===== src/rtl/instr_fetch_pkg.sv =====
// Shared constants and the state encoding for the fetch stage.
// Imported by the fetch top and its next-address mux.
package instr_fetch_pkg;

  localparam logic [31:0] NOP_INSTR_DEFAULT = 32'h0000_0013;
  localparam logic [31:0] RESET_PC_DEFAULT  = 32'h0000_2000;
  localparam logic [31:0] PC_INC            = 32'd4;

  typedef enum logic {
    BOOT = 1'b0,
    RUN  = 1'b1
  } fetch_state_t;

endpackage


===== src/rtl/instr_fetch_pc_next_sel.sv =====
// Priority mux that picks the address the instruction memory latches on the
// coming edge.
module instr_fetch_pc_next_sel
  import instr_fetch_pkg::*;
#(
  parameter logic [31:0] RESET_PC = RESET_PC_DEFAULT
) (
  input  fetch_state_t state,
  input  logic         redirect,
  input  logic [31:0]  redirect_pc,
  input  logic         stall,
  input  logic         imem_valid,
  input  logic [31:0]  req_pc,
  output logic [31:0]  next_pc
);

  always_comb begin
    next_pc = req_pc + PC_INC;
    if (state == BOOT) begin
      next_pc = RESET_PC;
    end else if (redirect) begin
      next_pc = redirect_pc & ~32'd3;
    end else if (stall || !imem_valid) begin
      // Re-present the same address so imem_dout repeats next cycle.
      next_pc = req_pc;
    end
  end

endmodule


===== src/rtl/instr_fetch.sv =====
// Fetch stage: owns the PC, drives the synchronous-read instruction memory and
// hands instruction, PC and bubble flag to decode.
module instr_fetch
  import instr_fetch_pkg::*;
#(
  parameter logic [31:0] RESET_PC  = RESET_PC_DEFAULT,
  parameter logic [31:0] NOP_INSTR = NOP_INSTR_DEFAULT
) (
  input  logic        clk,
  input  logic        rst,
  input  logic        stall,
  input  logic        redirect,
  input  logic [31:0] redirect_pc,
  output logic [31:0] imem_addr,
  input  logic [31:0] imem_dout,
  input  logic        imem_valid,
  output logic [31:0] instr,
  output logic [31:0] pc,
  output logic        bubble
);

  fetch_state_t state_reg;
  fetch_state_t state_next;
  logic [31:0]  req_pc_reg;

  instr_fetch_pc_next_sel #(
    .RESET_PC(RESET_PC)
  ) u_pc_next_sel (
    .state      (state_reg),
    .redirect   (redirect),
    .redirect_pc(redirect_pc),
    .stall      (stall),
    .imem_valid (imem_valid),
    .req_pc     (req_pc_reg),
    .next_pc    (imem_addr)
  );

  always_ff @(posedge clk or posedge rst) begin
    if (rst) begin
      state_reg  <= BOOT;
      req_pc_reg <= RESET_PC;
    end else begin
      state_reg  <= state_next;
      req_pc_reg <= imem_addr;
    end
  end

  always_comb begin
    state_next = RUN;
    pc         = req_pc_reg;
    // A redirect kills whatever is at decode this cycle, stalled or not.
    bubble     = (state_reg == BOOT) || !imem_valid || redirect;
    instr      = bubble ? NOP_INSTR : imem_dout;
  end

endmodule

===== config.mk =====
export PLATFORM = sky130hd
export DESIGN_NAME = instr_fetch
export DESIGN_NICKNAME = d
export VERILOG_FILES = /design/src/rtl/instr_fetch_pkg.sv /design/src/rtl/instr_fetch_pc_next_sel.sv /design/src/rtl/instr_fetch.sv
export SDC_FILE = /design/constraint.sdc
export NUM_CORES = 1
export LEC_CHECK = 0
export ABC_AREA = 1
export CAP_MARGIN = 30
export CORE_UTILIZATION = 39
export DETAILED_ROUTE_END_ITERATION = 7
export GPL_TIMING_DRIVEN = 0
export PLACE_DENSITY = 0.95
export SKIP_CTS_REPAIR_TIMING = 1
export SLEW_MARGIN = 20
export SYNTH_ARGS = -nofsm -noshare
export SYNTH_HDL_FRONTEND = slang
export SYNTH_SLANG_ARGS = --single-unit

===== constraint.sdc =====
create_clock -name clk -period 2.9 [get_ports clk]
set_input_delay 0.435 -clock clk [delete_from_list [all_inputs] [get_ports clk]]
set_output_delay 0.435 -clock clk [all_outputs]
set_load 0.02 [all_outputs]

==> results of run 1 <==
## metrics by stage
step           std cells  setup TNS (ps)  instance area, um^2
2_1_floorplan        396               0                 2500
3_3_place_gp         634           -1670                 4220
3_5_place_dp         634           -3210                 4220
4_1_cts              642           -3420                 4300
5_1_grt              642               0                 4380
6_report             642               0                 4380
## synthesized netlist by cell type
master / count
conb_1: 1
nand3b_2: 1
o21a_1: 1
nor2_1: 89
nand3b_1: 7
xor2_1: 1
nand2_1: 61
clkbuf_1: 7
nor3_1: 5
buf_2: 2
nand3_1: 28
nand2_4: 1
buf_4: 1
nand3_2: 1
a31oi_1: 2
buf_6: 1
a21oi_1: 13
nor2_8: 1
nand4_1: 8
buf_1: 1
dfrtp_1: 32
nor2_2: 3
ha_1: 1
nand2_2: 4
inv_1: 81
o21ai_1: 2
nand3_4: 1
nor2_4: 6
o211ai_1: 2
or2_2: 4
dfstp_2: 1
clkinv_1: 1
o21ai_0: 26
## cells by family (layout without fill, tap and decap cells)
| family | Yosys count | in the layout |
|---|---|---|
| compound gates | 46 | 46 |
| xor+xnor | 1 | 1 |
| fa+ha+maj | 1 | 1 |
| buf+inv | 94 | 265 |
| flops | 33 | 33 |
| other cells | 1 | 1 |
| simple gates | 220 | 220 |
## placed cells by master (no fill, tap or decap), types with 2 or more instances in the layout
master	count
nor2_4	6
clkbuf_1	9
nor3_1	5
o21ai_0	26
nand4_1	8
a31oi_1	2
or2_2	4
nand2_2	4
clkbuf_8	5
inv_1	80
nand3_1	28
o21ai_1	2
clkbuf_4	2
dlymetal6s2s_1	26
nor2_2	4
nor2_1	88
clkdlybuf4s50_1	137
o211ai_1	2
nand2_1	61
dfrtp_1	32
a21oi_1	13
nand3b_1	7
## area by class of cell
type | instances | area [um^2] | area share, %
buffer | 12 | 66.3 | 1.51
clock buffer | 8 | 80.1 | 1.83
multi-input combinational | 269 | 1310 | 29.8
sequential | 33 | 827 | 18.9
timing repair buffer | 163 | 1700 | 38.7
inverter | 82 | 312 | 7.11
tap | 75 | 93.8 | 2.14
## worst max-delay path, stage by stage
cell	delay, ps
clkdlybuf4s50_1	500
nand2_2	150
nor2_1	170
a21oi_1	90
o21ai_0	130
o211ai_1	150
inv_1	100
clkdlybuf4s50_1	610
## worst max path at each step
stage	end	slack, ps	depth (start not counted)
floorplan	imem_addr[24]	800	9
global route	imem_addr[0]	10	4
detailed placement	imem_addr[0]	-290	7
CTS	imem_addr[0]	-290	7
global placement	imem_addr[1]	-210	7
finish	imem_addr[4]	130	8
## metal layers
layer  global-route usage [%]  up-vias
met5                        0        -
met4                     14.6        0
met3                     5.56       28
met2                     50.7      208
met1                     29.5     1485
li1                         -     1560
## where the power goes
part / internal, mW / switching, mW / leakage, nW
sequential: 0.490 / 0.0438 / 0.426
clock: 0.171 / 0.181 / 0.0395
combinational: 0.235 / 0.242 / 1.92
total: 0.895 / 0.467 / 2.38
==> impl_metrics.py, run 1 <==
metrics = {
    "status": {
        "status": "complete, no violations",
    },
    "routing": {
        "dr.pass1.iters": 8,
        "wl_per_cell_um": 14.7,
        "drt_iter0_drc": 192,
        "ant_nets": 0,
        "met2_length_um": 4980,
        "route.met3.wl_um": 806,
        "vias": 3281,
        "viasPerCell": 5.11,
        "routed_wl_um": 9460,
        "route.detailed.drc": 0,
        "top_layer_used": "met4",
        "wl_met1_um": 3400,
    },
    "power_and_ir_drop": {
        "peakVddDrop_mv": 0.195,
        "total_power_mw": 1.36,
        "power_density_mw_per_mm2": 311,
        "leakage_nw": 2.38,
    },
    "floorplanning": {
        "rows": 28,
        "start_util_pct": 41.2,
        "ioPinCount": 166,
        "chipWidth_um": 82,
        "dieHeight_um": 82,
        "coreArea_mm2": 0.00606,
        "dieArea_mm2": 0.00672,
    },
    "timing": {
        "finClkSkew_ps": 8.72,
        "period_share_pct": 95.7,
        "worst_slack_ps": 126,
        "setup_viol": 0,
        "whs_ps": 530,
        "rsz0062_at_grt": "no",
        "worst_pin_slew_ps": 725,
        "slew_headroom_pct": 51.6,
        "hold_viol_final": 0,
        "fmax_ghz": 0.360,
        "min_period_ps": 2770,
        "finalMaxSlewViolations": 0,
    },
    "clocking": {
        "cts_root_buffer": "clkbuf_8",
        "clk_latency_ps": 290,
        "cts_buffers": 5,
        "htreeDepth": 2,
        "cts_tree": "yes",
        "cts_max_path_buffers": 2,
        "cts_sinks": 33,
        "clkTransAtPathRegs_ps": 70,
    },
    "place": {
        "place_ws_ps": -292,
        "hpwl_um": 7110,
        "place.gp.congestion": 0.888,
        "numPortBuffers": 163,
    },
    "yosys": {
        "synth_fp_nets": 466,
        "ys_top_cells_by_area": "dfrtp_1, nor2_1, inv_1",
        "synth_top_family_by_area": "simple AND/OR/NAND/NOR gates",
        "synth_compound_area_share_pct": 9.62,
        "synth_seq_area_share_pct": 33.1,
        "syn_area_mm2": 0.00250,
        "muxShareOfSynthArea_pct": 0,
        "netlist.area_leader.share_pct": 32.1,
        "avgSynthCellArea_um2": 6.30,
        "ys.warnings.count": 0,
        "synth_seq_cells": 33,
        "synth-simple-area-share_pct": 41.6,
        "syn_inst": 396,
        "synth_adder_area_share_pct": 0.501,
        "synth_cell_types": 33,
        "synth_largest_area_cell": "dfrtp_1",
        "yosys.area_share.xor_xnor_pct": 0.351,
    },
    "finish": {
        "areaGrowthSynthToFinish_pct": 75.5,
        "post-route-util_pct": 72.3,
        "antennaDiodeCount": 0,
        "largest_reg_flops": 32,
        "final_nets": 636,
        "nFillCells": 455,
        "drive_above_1_share_pct": 6.53,
    },
    "critical_path": {
        "crit_arrival_ps": 2340,
        "crit_start": "imem_valid",
        "critPathCaptureType": "primary output",
        "path_class": "primary input to primary output",
        "rr_startpoint": "state_reg",
        "cp.required_ps": 2470,
        "critical_path.max_fanout": 7,
        "r2r_slack_ps": 1230,
        "worstRegToRegCells": 4,
        "start_kind": "primary input",
        "r2r-end": "pc[13]",
    },
    "min_path": {
        "whs_path_depth": 2,
        "min_to": "pc[1]",
        "hold_path_class": "flop to flop",
        "hold_path_startpoint": "pc[1]",
    },
    "global_routing": {
        "grt_max_degree": 34,
        "grt-ovfl-total": 0,
        "track_usage_pct": 27.6,
        "antenna_found_initial": 0,
        "grt_pass1_wl_um": 14000,
        "grt_pass1_vias": 3063,
    },
    "run": {
        "cap_viol_max_count": 0,
    },
}
Power figures use the tool's default switching activity.
==> inputs of run 2 (changes only) <==
--- a/constraint.sdc
+++ b/constraint.sdc
@@ -3,2 +3,2 @@
 set_output_delay 0.435 -clock clk [all_outputs]
-set_load 0.02 [all_outputs]
+set_load 0.1 [all_outputs]
==> impl_metrics.py, run 2 (same netlist as run 1, synthesis figures left out) <==
metrics = {
    "status": {
        "status": "complete, no violations",
    },
    "timing": {
        "worst_pin_slew_ps": 1030,
        "min_period_ps": 2860,
        "finalMaxSlewViolations": 0,
        "fin_tns_setup_ps": 0,
        "hold_viol_final": 0,
        "finClkSkew_ps": 5.82,
        "setup_viol": 0,
        "period_share_pct": 98.7,
        "fmax_ghz": 0.349,
        "slew_headroom_pct": 30.9,
    },
    "floorplanning": {
        "rows": 28,
        "ioPinCount": 166,
        "coreArea_mm2": 0.00606,
        "chipWidth_um": 82,
        "dieHeight_um": 82,
        "start_util_pct": 41.2,
        "dieArea_mm2": 0.00672,
    },
    "finish": {
        "final_nets": 638,
        "layout_common_cells": "clkdlybuf4s50_1, nor2_1, inv_1, nand2_1, clkbuf_2",
        "areaGrowthSynthToFinish_pct": 67.4,
        "multi_input_area_mm2": 0.00139,
        "antennaDiodeCount": 0,
        "largest_reg_flops": 32,
        "fin_area_mm2": 0.00418,
        "nFillCells": 490,
        "seq_area_um2": 831,
        "final_common_cell": "clkdlybuf4s50_1",
        "drive_above_1_share_pct": 20.0,
        "post-route-util_pct": 68.9,
    },
    "place": {
        "place.gp.congestion": 0.892,
        "numPortBuffers": 163,
        "hpwl_um": 7560,
        "place_area_mm2": 0.00434,
    },
    "routing": {
        "routed_wl_um": 9700,
        "route.detailed.drc": 0,
        "vias": 3284,
        "dr.pass1.iters": 5,
        "viasPerCell": 5.10,
        "ant_nets": 0,
        "wl_per_cell_um": 15.1,
        "drt_iter0_drc": 213,
    },
    "critical_path": {
        "path_class": "primary input to primary output",
        "critical_path.max_fanout": 10,
        "start_kind": "primary input",
        "critPathCaptureType": "primary output",
        "crit_arrival_ps": 2430,
        "cp.required_ps": 2470,
    },
    "global_routing": {
        "grt-ovfl-total": 0,
        "antenna_found_initial": 0,
        "track_usage_pct": 29.8,
        "grt_pass1_wl_um": 14800,
        "grt_pass1_vias": 3252,
        "grt_max_degree": 34,
    },
    "run": {
        "cap_viol_max_count": 0,
    },
    "clocking": {
        "cts_root_buffer": "clkbuf_8",
        "clkTransAtPathRegs_ps": 70,
        "clk_latency_ps": 300,
        "cts_max_path_buffers": 2,
        "cts_tree": "yes",
        "cts_sinks": 33,
        "htreeDepth": 2,
        "cts_buffers": 5,
    },
    "power_and_ir_drop": {
        "leakage_nw": 2.13,
        "power_density_mw_per_mm2": 427,
        "peakVddDrop_mv": 0.303,
    },
    "min_path": {
        "hold_path_class": "flop to flop",
    },
}
==> run 2: layout make-up <==
class / count / area share (%)
inverter: 82 / 7.37
tap: 75 / 2.25
sequential: 33 / 19.9
timing repair buffer: 165 / 33.7
clock buffer: 8 / 1.92
buffer: 12 / 1.56
multi-input combinational: 269 / 33.3
==> run 2: per-layer routing <==
layer	routed length [um]	track usage [%]
met4	253	14.4
met1	3330	30.8
met5	0	0
met2	5250	54.7
met3	861	8.22
==> run 2: through the flow <==
stage / cells / setup WS [ps] / hold WS, ps / power, mW
floorplan: 396 / -278 / 563 / 1.19
global placement: 634 / -836 / 508 / 1.45
detailed placement: 635 / -899 / 522 / 1.47
CTS: 643 / -903 / 536 / 1.82
global route: 644 / -43.1 / 548 / 1.85
finish: 644 / 37.4 / 528 / 1.78
==> run 2: worst paths after layout <==
check	depth (start not counted)	slack, ps	end	from
hold / removal	2	530	pc[1]	pc[1]
max in group asynchronous	2	1810	pc[4]	rst
hold reg to reg	2	530	pc[1]	pc[1]
setup / recovery	6	40	imem_addr[2]	redirect
min in group asynchronous	2	580	pc[24]	rst
setup reg to reg	9	1210	pc[12]	pc[2]
==> run 2: report_power, final <==
part / total, mW / switching, mW / internal, mW / leakage, nW
Combinational: 0.902 / 0.685 / 0.217 / 1.67
Clock: 0.349 / 0.178 / 0.171 / 0.0395
Sequential: 0.534 / 0.0433 / 0.490 / 0.422
==> run 2: critical path: stages <==
cell and delay, ps:
clkdlybuf4s50_1 640, inv_1 140, clkbuf_4 220, clkbuf_2 270, a31oi_2 330, clkbuf_4 390
==> inputs of run 3 (changes only) <==
CORE_UTILIZATION = 40   (was 39)
CTS_BUF_LIST = sky130_fd_sc_hd__clkbuf_8   (was not set)
==> impl_metrics.py, run 3 (same netlist as run 1, synthesis figures left out) <==
metrics = {
    "clocking": {
        "htreeDepth": 2,
        "clk_latency_ps": 290,
        "cts_max_path_buffers": 2,
        "cts_buffers": 5,
        "cts_root_buffer": "clkbuf_8",
        "cts_sinks": 33,
        "clkTransAtPathRegs_ps": 60,
        "cts_tree": "yes",
    },
    "place": {
        "place_ws_ps": -982,
        "numPortBuffers": 163,
        "place_area_mm2": 0.00431,
        "place.gp.congestion": 0.872,
        "hpwl_um": 7310,
        "place_inst": 634,
    },
    "timing": {
        "fmax_ghz": 0.359,
        "worst_pin_slew_ps": 1020,
        "fin_tns_setup_ps": 0,
        "finClkSkew_ps": 9.26,
        "finalMaxSlewViolations": 0,
        "setup_viol": 0,
        "hold_viol_final": 0,
        "period_share_pct": 96.1,
        "whs_ps": 538,
        "rsz0062_at_grt": "no",
        "slew_headroom_pct": 31.9,
        "worst_slack_ps": 112,
        "min_period_ps": 2790,
    },
    "floorplanning": {
        "chipWidth_um": 81.0,
        "dieArea_mm2": 0.00656,
        "ioPinCount": 166,
        "rows": 28,
        "coreArea_mm2": 0.00596,
        "start_util_pct": 41.9,
        "dieHeight_um": 81.0,
    },
    "critical_path": {
        "critPathCaptureType": "primary output",
        "path_class": "primary input to primary output",
        "critical_path.max_fanout": 10,
        "cp.required_ps": 2470,
        "crit_arrival_ps": 2350,
        "start_kind": "primary input",
    },
    "finish": {
        "largest_reg_flops": 32,
        "post-route-util_pct": 69.6,
        "areaGrowthSynthToFinish_pct": 66.0,
        "nFillCells": 514,
        "final_common_cell": "clkdlybuf4s50_1",
        "fin_area_mm2": 0.00414,
        "antennaDiodeCount": 0,
        "final_nets": 636,
        "layout.cells.non_filler": 642,
        "layout_common_cells": "clkdlybuf4s50_1, inv_1, nor2_1, nand2_1, clkbuf_2",
        "drive_above_1_share_pct": 19.9,
    },
    "status": {
        "status": "complete, no violations",
    },
    "global_routing": {
        "grt-ovfl-total": 0,
        "antenna_found_initial": 0,
        "track_usage_pct": 28.5,
        "grt_max_degree": 34,
        "grt_pass1_wl_um": 14100,
        "grt_pass1_vias": 3164,
    },
    "routing": {
        "wl_per_cell_um": 14.3,
        "viasPerCell": 5.05,
        "dr.pass1.iters": 5,
        "routed_wl_um": 9150,
        "drt_iter0_drc": 279,
        "ant_nets": 0,
        "vias": 3239,
        "route.detailed.drc": 0,
    },
    "power_and_ir_drop": {
        "peakVddDrop_mv": 0.222,
        "power_density_mw_per_mm2": 425,
        "total_power_mw": 1.76,
        "leakage_nw": 2.11,
    },
    "run": {
        "cap_viol_max_count": 0,
    },
    "min_path": {
        "hold_path_class": "flop to flop",
    },
}
run 3: final timing paths:
path                                       to  depth (start not counted)     start  slack, ps
worst max-delay path            imem_addr[28]                          7  redirect        110
worst min-delay path                    pc[1]                          2     pc[1]        540
worst max register to register         pc[30]                          8     pc[2]       1250
worst min register to register          pc[1]                          2     pc[1]        540
max in group asynchronous               pc[2]                          2       rst       1810
min in group asynchronous              pc[24]                          2       rst        580
run 3: worst max-delay path: stages:
cell and delay [ps]:
clkdlybuf4s50_1 550, inv_1 160, buf_2 250, clkbuf_4 280, o21ai_0 160, nor2_4 160, clkbuf_4 340
run 3: cell type report:
| type | count | area (um^2) | share of cell area (%) |
|---|---|---|---|
| multi-input cells | 269 | 1390 | 33.6 |
| repair buffers | 163 | 1370 | 33.2 |
| flip-flops and latches | 33 | 831 | 20.1 |
| inverters | 82 | 308 | 7.43 |
| well taps | 75 | 93.8 | 2.27 |
| clock buffers | 5 | 68.8 | 1.66 |
| plain buffers | 12 | 65.1 | 1.57 |
| clock inverters | 3 | 11.3 | 0.272 |
run 3: per-layer routing:
| metal | GRT usage (%) | wire length [um] | up-vias |
|---|---|---|---|
| met2 | 54.5 | 4910 | 174 |
| li1 | - | - | 1557 |
| met5 | 0 | 0 | - |
| met3 | 5.17 | 625 | 29 |
| met4 | 11.4 | 320 | 0 |
| met1 | 30.3 | 3300 | 1479 |
run 3: where the power goes:
group          switching [mW]  internal (mW)  total, mW
Sequential             0.0408          0.490      0.531
Clock                   0.176          0.160      0.336
Combinational           0.680          0.212      0.893
Total                   0.897          0.863       1.76
